===== src/rtl/pll_lock_sequencer.sv =====
// PLL bring-up sequencer: resets the PLL, waits for a stable lock, then releases the
// downstream reset, and checks the PLL output frequency against a legal window.
module pll_lock_sequencer #(
    parameter int unsigned RST_CYCLES    = 16,
    parameter int unsigned LOCK_TIMEOUT  = 4096,
    parameter int unsigned STABLE_CYCLES = 64,
    parameter int unsigned MAX_RETRY     = 3,
    parameter int unsigned WINDOW        = 1000,
    parameter int unsigned FREQ_MIN      = 90,
    parameter int unsigned FREQ_MAX      = 110
) (
    input  logic        clk_tb,
    input  logic        rst_n,
    input  logic        pll_lock,
    input  logic        clk_mon,
    output logic        pll_rst,
    output logic        sys_rst_n,
    output logic [2:0]  state,
    output logic [1:0]  retry_cnt,
    output logic [7:0]  loss_cnt,
    output logic [15:0] freq_cnt,
    output logic        freq_valid,
    output logic        freq_err,
    output logic        fail
);

    localparam int unsigned CNT_MAX =
        (LOCK_TIMEOUT > RST_CYCLES)
            ? ((LOCK_TIMEOUT > STABLE_CYCLES) ? LOCK_TIMEOUT : STABLE_CYCLES)
            : ((RST_CYCLES > STABLE_CYCLES) ? RST_CYCLES : STABLE_CYCLES);
    localparam int unsigned CNT_W = $clog2(CNT_MAX + 1);
    localparam int unsigned WIN_W = $clog2(WINDOW + 1);

    localparam logic [CNT_W-1:0] RstLast    = CNT_W'(RST_CYCLES - 1);
    localparam logic [CNT_W-1:0] TimeoutLast = CNT_W'(LOCK_TIMEOUT - 1);
    localparam logic [CNT_W-1:0] StableLast = CNT_W'(STABLE_CYCLES - 1);
    localparam logic [WIN_W-1:0] WinLast    = WIN_W'(WINDOW - 1);
    localparam logic [1:0]       RetryLast  = 2'(MAX_RETRY - 1);

    typedef enum logic [2:0] {
        StIdle     = 3'd0,
        StResetPll = 3'd1,
        StWaitLock = 3'd2,
        StStable   = 3'd3,
        StRun      = 3'd4,
        StFail     = 3'd5
    } state_e;

    state_e           state_q;
    logic [CNT_W-1:0] cnt_q;
    logic [1:0]       retry_q;
    logic [7:0]       loss_q;
    logic             pll_rst_q, sys_rst_n_q, fail_q;

    logic [1:0]       rst_sync_q;
    logic             rst_int_n;
    logic [1:0]       lock_sync_q, mon_sync_q;
    logic             lock_s, mon_s, mon_prev_q, mon_rise;

    logic [WIN_W-1:0] win_q;
    logic [15:0]      edge_q, edge_sum, freq_cnt_q;
    logic             freq_valid_q, freq_err_q, win_ok_q, win_ok_now, out_of_range;

    // Reset asserts asynchronously, releases two clk_tb edges later.
    always_ff @(posedge clk_tb or negedge rst_n) begin
        if (!rst_n) rst_sync_q <= 2'b00;
        else        rst_sync_q <= {rst_sync_q[0], 1'b1};
    end
    assign rst_int_n = rst_sync_q[1];

    always_ff @(posedge clk_tb or negedge rst_int_n) begin
        if (!rst_int_n) begin
            lock_sync_q <= 2'b00;
            mon_sync_q  <= 2'b00;
            mon_prev_q  <= 1'b0;
        end else begin
            lock_sync_q <= {lock_sync_q[0], pll_lock};
            mon_sync_q  <= {mon_sync_q[0], clk_mon};
            mon_prev_q  <= mon_s;
        end
    end
    assign lock_s   = lock_sync_q[1];
    assign mon_s    = mon_sync_q[1];
    assign mon_rise = mon_s & ~mon_prev_q;

    always_ff @(posedge clk_tb or negedge rst_int_n) begin
        if (!rst_int_n) begin
            state_q     <= StIdle;
            cnt_q       <= '0;
            retry_q     <= 2'd0;
            loss_q      <= 8'd0;
            pll_rst_q   <= 1'b1;
            sys_rst_n_q <= 1'b0;
            fail_q      <= 1'b0;
        end else begin
            case (state_q)
                StIdle: begin
                    state_q   <= StResetPll;
                    cnt_q     <= '0;
                    pll_rst_q <= 1'b1;
                end
                StResetPll: begin
                    if (cnt_q == RstLast) begin
                        state_q   <= StWaitLock;
                        cnt_q     <= '0;
                        pll_rst_q <= 1'b0;
                    end else begin
                        cnt_q <= cnt_q + CNT_W'(1);
                    end
                end
                StWaitLock: begin
                    if (lock_s) begin
                        state_q <= StStable;
                        cnt_q   <= '0;
                    end else if (cnt_q == TimeoutLast) begin
                        cnt_q     <= '0;
                        pll_rst_q <= 1'b1;
                        if (retry_q == RetryLast) begin
                            state_q <= StFail;
                            fail_q  <= 1'b1;
                        end else begin
                            state_q <= StResetPll;
                            retry_q <= retry_q + 2'd1;
                        end
                    end else begin
                        cnt_q <= cnt_q + CNT_W'(1);
                    end
                end
                StStable: begin
                    // Any dropout restarts both the stability count and the timeout budget.
                    if (!lock_s) begin
                        state_q <= StWaitLock;
                        cnt_q   <= '0;
                    end else if (cnt_q == StableLast) begin
                        state_q     <= StRun;
                        cnt_q       <= '0;
                        retry_q     <= 2'd0;
                        sys_rst_n_q <= 1'b1;
                    end else begin
                        cnt_q <= cnt_q + CNT_W'(1);
                    end
                end
                StRun: begin
                    if (!lock_s) begin
                        state_q     <= StResetPll;
                        cnt_q       <= '0;
                        retry_q     <= 2'd0;
                        sys_rst_n_q <= 1'b0;
                        pll_rst_q   <= 1'b1;
                        if (loss_q != 8'hFF) loss_q <= loss_q + 8'd1;
                    end
                end
                StFail: begin
                    pll_rst_q   <= 1'b1;
                    sys_rst_n_q <= 1'b0;
                    fail_q      <= 1'b1;
                end
                default: begin
                    state_q     <= StIdle;
                    pll_rst_q   <= 1'b1;
                    sys_rst_n_q <= 1'b0;
                    fail_q      <= 1'b0;
                end
            endcase
        end
    end

    always_comb begin
        edge_sum = edge_q;
        if (mon_rise && (edge_q != 16'hFFFF)) edge_sum = edge_q + 16'd1;
        out_of_range = (edge_sum < 16'(FREQ_MIN)) || (edge_sum > 16'(FREQ_MAX));
        // A window is judged only if every one of its cycles was spent in RUN.
        win_ok_now = win_ok_q && (state_q == StRun);
    end

    always_ff @(posedge clk_tb or negedge rst_int_n) begin
        if (!rst_int_n) begin
            win_q        <= '0;
            edge_q       <= 16'd0;
            freq_cnt_q   <= 16'd0;
            freq_valid_q <= 1'b0;
            freq_err_q   <= 1'b0;
            win_ok_q     <= 1'b0;
        end else if (win_q == WinLast) begin
            win_q        <= '0;
            edge_q       <= 16'd0;
            freq_cnt_q   <= edge_sum;
            freq_valid_q <= 1'b1;
            win_ok_q     <= 1'b1;
            if (win_ok_now && out_of_range) freq_err_q <= 1'b1;
        end else begin
            win_q        <= win_q + WIN_W'(1);
            edge_q       <= edge_sum;
            freq_valid_q <= 1'b0;
            win_ok_q     <= win_ok_now;
        end
    end

    assign state      = state_q;
    assign retry_cnt  = retry_q;
    assign loss_cnt   = loss_q;
    assign pll_rst    = pll_rst_q;
    assign sys_rst_n  = sys_rst_n_q;
    assign fail       = fail_q;
    assign freq_cnt   = freq_cnt_q;
    assign freq_valid = freq_valid_q;
    assign freq_err   = freq_err_q;

endmodule


===== config.mk =====
export PLATFORM = sky130hd
export DESIGN_NAME = pll_lock_sequencer
export DESIGN_NICKNAME = d
export VERILOG_FILES = /design/src/rtl/pll_lock_sequencer.sv
export SDC_FILE = /design/constraint.sdc
export NUM_CORES = 1
export LEC_CHECK = 0
export CAP_MARGIN = 0
export CORE_MARGIN = 2
export CORE_UTILIZATION = 30
export CTS_CLUSTER_SIZE = 28
export DETAILED_ROUTE_END_ITERATION = 16
export GPL_TIMING_DRIVEN = 1
export HOLD_SLACK_MARGIN = 0.03
export PLACE_DENSITY = 0.55
export SYNTH_ARGS = -nofsm -noshare
export SYNTH_HDL_FRONTEND = slang
export SYNTH_SLANG_ARGS = --single-unit

===== constraint.sdc =====
create_clock -name clk_tb -period 2.3 [get_ports clk_tb]
set_input_delay 0.46 -clock clk_tb [delete_from_list [all_inputs] [get_ports clk_tb]]
set_output_delay 0.46 -clock clk_tb [all_outputs]
set_load 0.02 [all_outputs]

Word level (Yosys, flattened, before mapping)
Cells that the tools add are included.
{"block": "classes", "n_reduce_logical": 17, "n_bitwise": 7, "eq_ne": 22, "addsub": 5, "order_cmp": 2, "n_mux": 40}
{"op": "13-bit 2-to-1 mux", "n": 6}
{"op": "13-bit case mux with 5 select lines", "n": 1}
{"op": "16-bit 2-to-1 mux", "n": 2}
{"op": "3-bit 2-to-1 mux", "n": 7}
{"op": "3-bit case mux with 6 select lines", "n": 1}
{"op": "16-bit by 1-bit adder with 16-bit output (second input constant)", "n": 1}
{"op": "16-bit by 7-bit greater-than comparator with 1-bit output (second input constant)", "n": 1}
{"op": "16-bit by 7-bit < comparator with 1-bit output (second input constant)", "n": 1}
{"op": "16-bit != test (second input constant)", "n": 1}
{"op": "2-bit != test (second input constant)", "n": 8}
{"op": "13-bit by 1-bit adder with 13-bit output (second input constant)", "n": 1}
{"op": "13-bit by 12-bit == test with 1-bit output (second input constant)", "n": 1}
{"op": "13-bit by 4-bit == test with 1-bit output (second input constant)", "n": 1}
{"op": "13-bit by 6-bit == test with 1-bit output (second input constant)", "n": 1}
{"op": "1-bit 2-to-1 mux", "n": 12}
{"op": "2-bit 2-to-1 mux", "n": 6}
{"op": "10-bit by 1-bit adder with 10-bit output (second input constant)", "n": 1}
{"op": "10-bit == test (second input constant)", "n": 1}
{"op": "10-bit 2-to-1 mux", "n": 1}
{"op": "5-bit AND reduction", "n": 2}
{"op": "8-bit by 1-bit adder with 8-bit output (second input constant)", "n": 1}
{"op": "8-bit != test (second input constant)", "n": 1}
{"op": "4-bit AND reduction", "n": 2}
{"op": "7-bit AND reduction", "n": 1}
{"op": "other kinds (20)", "n": 32}
{"block": "word_totals", "input_bits": 4, "wordCells": 110, "regBits": 81, "out_inout_bits": 34}

Longest topological paths before layout
{"block": "depth", "depth_word": 8, "depth_mapped": 9, "depth_no_buf": 8}

Worst setup path after synthesis
No wires, ideal clock.
{"block": "synth_path", "kind": "register -> register", "startpoint": "register cnt_q[0]", "endpoint": "register cnt_q[4]", "setup_time_ps": 123, "stages_incl_launch_ff": 10, "t_required_ps": 2177, "path_slack_ps": 346, "period_less_slack_ps": 1954, "path_buffers": 1, "t_arrival_ps": 1831, "path_cell_list": "dfrtp_1 ha_1 and3_1 nand4_1 o31ai_4 o21a_1 buf_4 o21ai_0 nand2_1 o21ai_1"}
{"block": "synth_via", "elab_chain_len": 4, "word_cells_on_any_way": 10, "cone_classes": "add/sub: 1; eq/ne: 3; mux: 6"}
{"element": "from (decl)", "line_no": "50", "source": "logic [CNT_W-1:0] cnt_q;"}
{"element": "from (signal assigned)", "line_no": "108", "source": "cnt_q <= cnt_q + CNT_W'(1);"}
{"element": "from (signal assigned)", "line_no": "126", "source": "cnt_q <= cnt_q + CNT_W'(1);"}
{"element": "from (signal assigned)", "line_no": "140", "source": "cnt_q <= cnt_q + CNT_W'(1);"}
{"element": "13-bit by 1-bit adder with 13-bit output, or another cell as far along", "line_no": "108, 126, 140"}
{"element": "13-bit 2-to-1 mux (on tied branches)", "line_no": "134, 115"}
{"element": "13-bit 2-to-1 mux (on tied branches)", "line_no": "131, 112"}
{"element": "13-bit case mux with 5 select lines *", "line_no": "96", "source": "case (state_q)"}
Every way passes the cells marked *; elsewhere a longest branch is shown, timed or not.
A chain may end at the register's enable or synchronous reset.

Final worst setup path
{"block": "layout_path", "startpoint": "register edge_q[0]", "endpoint": "register freq_err_q, in the netlist freq_err"}
{"block": "layout_via", "elab_chain_len": 7, "word_cells_on_any_way": 9, "cone_classes": "add/sub: 1; order compare: 2; eq/ne: 1; mux: 1; reduce/logical: 4"}
{"element": "from (decl)", "line_no": "61", "source": "logic [15:0] edge_q, edge_sum, freq_cnt_q;"}
{"element": "from (signal assigned)", "line_no": "193", "source": "edge_q <= edge_sum;"}
{"element": "parallel branches: the longest is 2 deep, another holds 16-bit by 1-bit adder with 16-bit output"}
{"element": "16-bit 2-to-1 mux *", "line_no": "170", "source": "if (mon_rise && (edge_q != 16'hFFFF)) edge_sum = edge_q + 16'd1;"}
{"element": "16-bit by 7-bit < comparator with 1-bit output / 16-bit by 7-bit greater-than comparator with 1-bit output (equally long branches)", "line_no": "171", "source": "out_of_range = (edge_sum < 16'(FREQ_MIN)) || (edge_sum > 16'(FREQ_MAX));"}
{"element": "1-bit logical OR *", "line_no": "171"}
{"element": "1-bit logical AND *", "line_no": "190", "source": "if (win_ok_now && out_of_range) freq_err_q <= 1'b1;"}
{"element": "2-bit AND reduction (no line) *"}
{"element": "to (signal assigned)", "line_no": "182", "source": "freq_err_q <= 1'b0;"}
{"element": "to (signal assigned)", "line_no": "190"}
{"element": "to (decl)", "line_no": "62", "source": "logic freq_valid_q, freq_err_q, win_ok_q, win_ok_now, out_of_range;"}
Every way passes the cells marked *.

==> implementation parameters <==
Parameter                              Value

Synthesis
  Seq/Total Area, Yosys ... 0.515
  Most numerous cell types in the synthesized netlist ... 80 x dfrtp_1, 51 x nand2_1, 42 x nor2_1, 35 x o21ai_0, 16 x nand3_1
  Most common cell in the synthesized netlist ... dfrtp_1
  Fraction of post-synthesis cell area in the top cell type by area ... 0.508
  Number of flops mapped to enable cells by yosys ... 0
  #FFs+latches synth ... 81
  Synthesized instance count ... 401
  Synthesized area per cell ... 9.83 µm²
  Net Count, Synth ... 410
  Cell taking the most area after synthesis ... dfrtp_1
  Distinct cells, synth ... 59
  Top FF cell, synth ... dfrtp_1
  Leading cell types by total area after synthesis ... dfrtp_1 51%, nand2_1 4.9%, o21ai_0 4.4%
  Fraction of registers with async set or reset after synthesis ... 1.00
  Count of synthesis-stage warnings from yosys ... 0
  Netlist area before placement ... 3940 µm²

Setup path
  Cell type of the slowest stage on the worst timing path ... dfrtp_1
  Worst path cell trace ... ha_1 -> nand3_1 -> nor2_1 -> nand4_1 -> xor2_1 -> nand4_1 -> a211oi_1 -> a31oi_1
  Required @ worst endpoint ... 2.52 ns
  Cell family contributing the most delay on the critical path ... simple AND/OR/NAND/NOR gates
  Critical setup path kind ... register to register
  Nature of the critical path startpoint ... register
  Largest fanout on the critical path ... 6
  Type of element capturing the critical path ... register
  Crit path arrival time ... 2.33 ns
  Buffers plus inverters on the worst setup path ... 0
  Cell seen most often among critical-path stages ... nand4_1
  Delay of the slowest cell on the worst path ... 0.41 ns

Placed design
  Number of I/O port buffers ... 37
  Detailed-placement wirelength estimate ... 6.00 mm
  Routability congestion estimate ... 0.804
  Total instance count after detailed placement ... 609

Layout
  Fillers ... 1297
  Fraction of layout instances using a drive strength above 1 ... 0.115
  Synth-to-Final Area Change ... 24.7%
  Total number of nets in the final design ... 457
  Diode count ... 0
  Post-route insts no fill ... 625

STA
  Final min period ... 2.11 ns
  Final cycle utilization of the critical path ... 0.917
  Clock tree skew after final layout ... 0.00825 ns
  Sum of negative setup slack ... 0 ns
  Setup violation total in the final timing report ... 0
  Final-report max-slew violation count ... 0
  Setup repair after global routing missed its margin ... no
  Upper clock frequency limit ... 474 MHz
  Endpoints failing hold ... 0

Floorplanning
  # IOs ... 38
  Starting density of the core ... 0.310
  DIE HEIGHT ... 119 µm
  Die area ... 14100 µm²
  Die width ... 119 µm
  # rows ... 41
  Core box area ... 12700 µm²

Clock network
  Clock tree from TritonCTS ... yes
  Root buffer cell ... clkbuf_16
  Number of clock buffers inserted by TritonCTS ... 9
  Insertion delay to the later sink of the worst-skew pair ... 0.34 ns
  Count of hold buffers inserted by post-cts repair ... 0
  H-tree Lvls ... 3
  Number of sinks on the clock net ... 81
  Postcts setup bufs ... 0
  Max Buffers Root-to-Sink ... 2
  Post-CTS clock slew at the launch and capture registers of the worst setup and hold paths ... 0.06 ns

Power and ir drop
  Cell leakage power ... 2.10 nW
  Power density of the placed cells ... 1010 nW/µm²
  Largest voltage drop on the vdd net ... 505 µV

GRT
  Global-route wire length before repair ... 14.6 mm
  Total grt overflow ... 0
  Global-route total usage across every layer ... 0.129
  Pin count of the biggest net entering global routing ... 36
  GR met2 Demand/Resource ... 0.198
  Met3 Track Usage GR ... 0.0299
  Grt peak-use layer ... met2
  Number of antenna violations at the first check in global routing ... 0
  Via count of the first global-routing pass ... 2989
  Met1 usage in global routing ... 0.174

Detailed routing
  Final wirelength ... 8.66 mm
  Length of the first detailed-routing pass in iterations ... 4
  Post-detailed-route DRC marker count ... 0
  Drt wl/cell ... 13.9 µm
  Number of vias after detailed routing ... 3046
  Vias/cell ... 4.87
  DRT iter0 DRCs ... 126
  Number of nets still failing antenna checks after routing ... 0

Flow run
  Max-cap viol count ... 0

Hold path
  Min-delay worst type ... input pin to async pin

Outcome
  Result of the run ... complete, no violations
==> state kept, by name, indices dropped and copies added, names as in the netlist, 3 cells and up <==
register  count
cnt_q        13
edge_q       16
freq_cnt     16
loss_cnt      8
state         3
win_q        10
==> layer usage <==
metal  up-vias  wire, µm  part of all wire
met2        61      3960              0.46
met5         -         0                 0
met3        10       301             0.035
met4         0       151             0.017
li1       1498         -                 -
met1      1477      4250              0.49
==> what timing repair did <==
action	4_1_cts	5_1_grt
gates resized for setup	0	1
endpoints found under the setup margin	0	1
endpoints found under the hold margin	0	0
==> cells in the final DEF (no fill, tap or decap), types with 3 or more instances in the layout <==
master / instances
dfrtp_1: 79
nand2_1: 51
nor2_1: 42
clkdlybuf4s50_1: 37
o21ai_0: 34
nand3_1: 16
inv_1: 13
xor2_1: 13
nand4_1: 13
o21ai_1: 13
buf_4: 13
xnor2_1: 11
clkbuf_16: 9
nor3_1: 7
nand2b_1: 7
and3_1: 6
mux2i_1: 5
and2_1: 5
ha_1: 5
nor4_1: 4
a21oi_1: 4
o31ai_1: 4
o21a_1: 4
or3_1: 3
nor2b_1: 3
o221ai_1: 3
==> power breakdown <==
group	internal (mW)	total [mW]	switching [mW]
sequential	1.59	1.77	0.179
clock	1.02	1.62	0.603
combinational	0.687	1.56	0.872
==> path summary, 6_finish.rpt <==
kind	end	startpoint	slack, ns	depth (start not counted)
worst min register to register	loss_cnt[5]	rst_sync_q[1]	0.29	0
worst max-delay path	freq_err	edge_q[0]	0.19	8
worst max register to register	freq_err	edge_q[0]	0.19	8
max in group asynchronous	pll_rst	rst_sync_q[1]	1.34	1
min in group clk_tb	mon_sync_q[1]	mon_sync_q[0]	0.35	0
worst min-delay path	rst_sync_q[1]	rst_n	0.27	1
==> cells by family after synthesis <==
family | count (synthesis) | share of synthesized area
XOR/XNOR | 25 | 0.0575
multiplexers | 7 | 0.0184
AND/OR/NAND/NOR | 173 | 0.228
buffers and inverters | 29 | 0.0362
flip-flops | 81 | 0.515
other | 1 | 0.000951
AO/OA/AOI/OAI | 80 | 0.129
adder cells (fa/ha/maj) | 5 | 0.0159
==> metrics by stage <==
| stage | hold slack, ns | area (µm²) | total power [mW] | utilization | setup slack, ns |
|---|---|---|---|---|---|
| floorplan | 0.164 | 3940 | 2.81 | - | 0.346 |
| global placement | 0.304 | 4570 | 3.32 | 0.360 | 0.200 |
| detailed placement | 0.307 | 4570 | 3.35 | 0.360 | 0.140 |
| CTS | 0.265 | 4910 | 4.99 | 0.386 | 0.117 |
| global route | 0.266 | 4910 | 5.25 | 0.386 | 0.0463 |
| finish | 0.272 | 4910 | 4.95 | 0.386 | 0.191 |
==> layout make-up <==
cell class / count / area [µm²] / share of cell area
inverters: 13 / 48.8 / 0.00993
repair buffers: 52 / 508 / 0.103
flip-flops and latches: 81 / 2030 / 0.414
clock buffers: 11 / 253 / 0.0514
multi-input cells: 291 / 1770 / 0.360
clock inverters: 5 / 86.3 / 0.0176
well taps: 172 / 215 / 0.0438
Note: power is estimated with default switching activity, not from simulation.
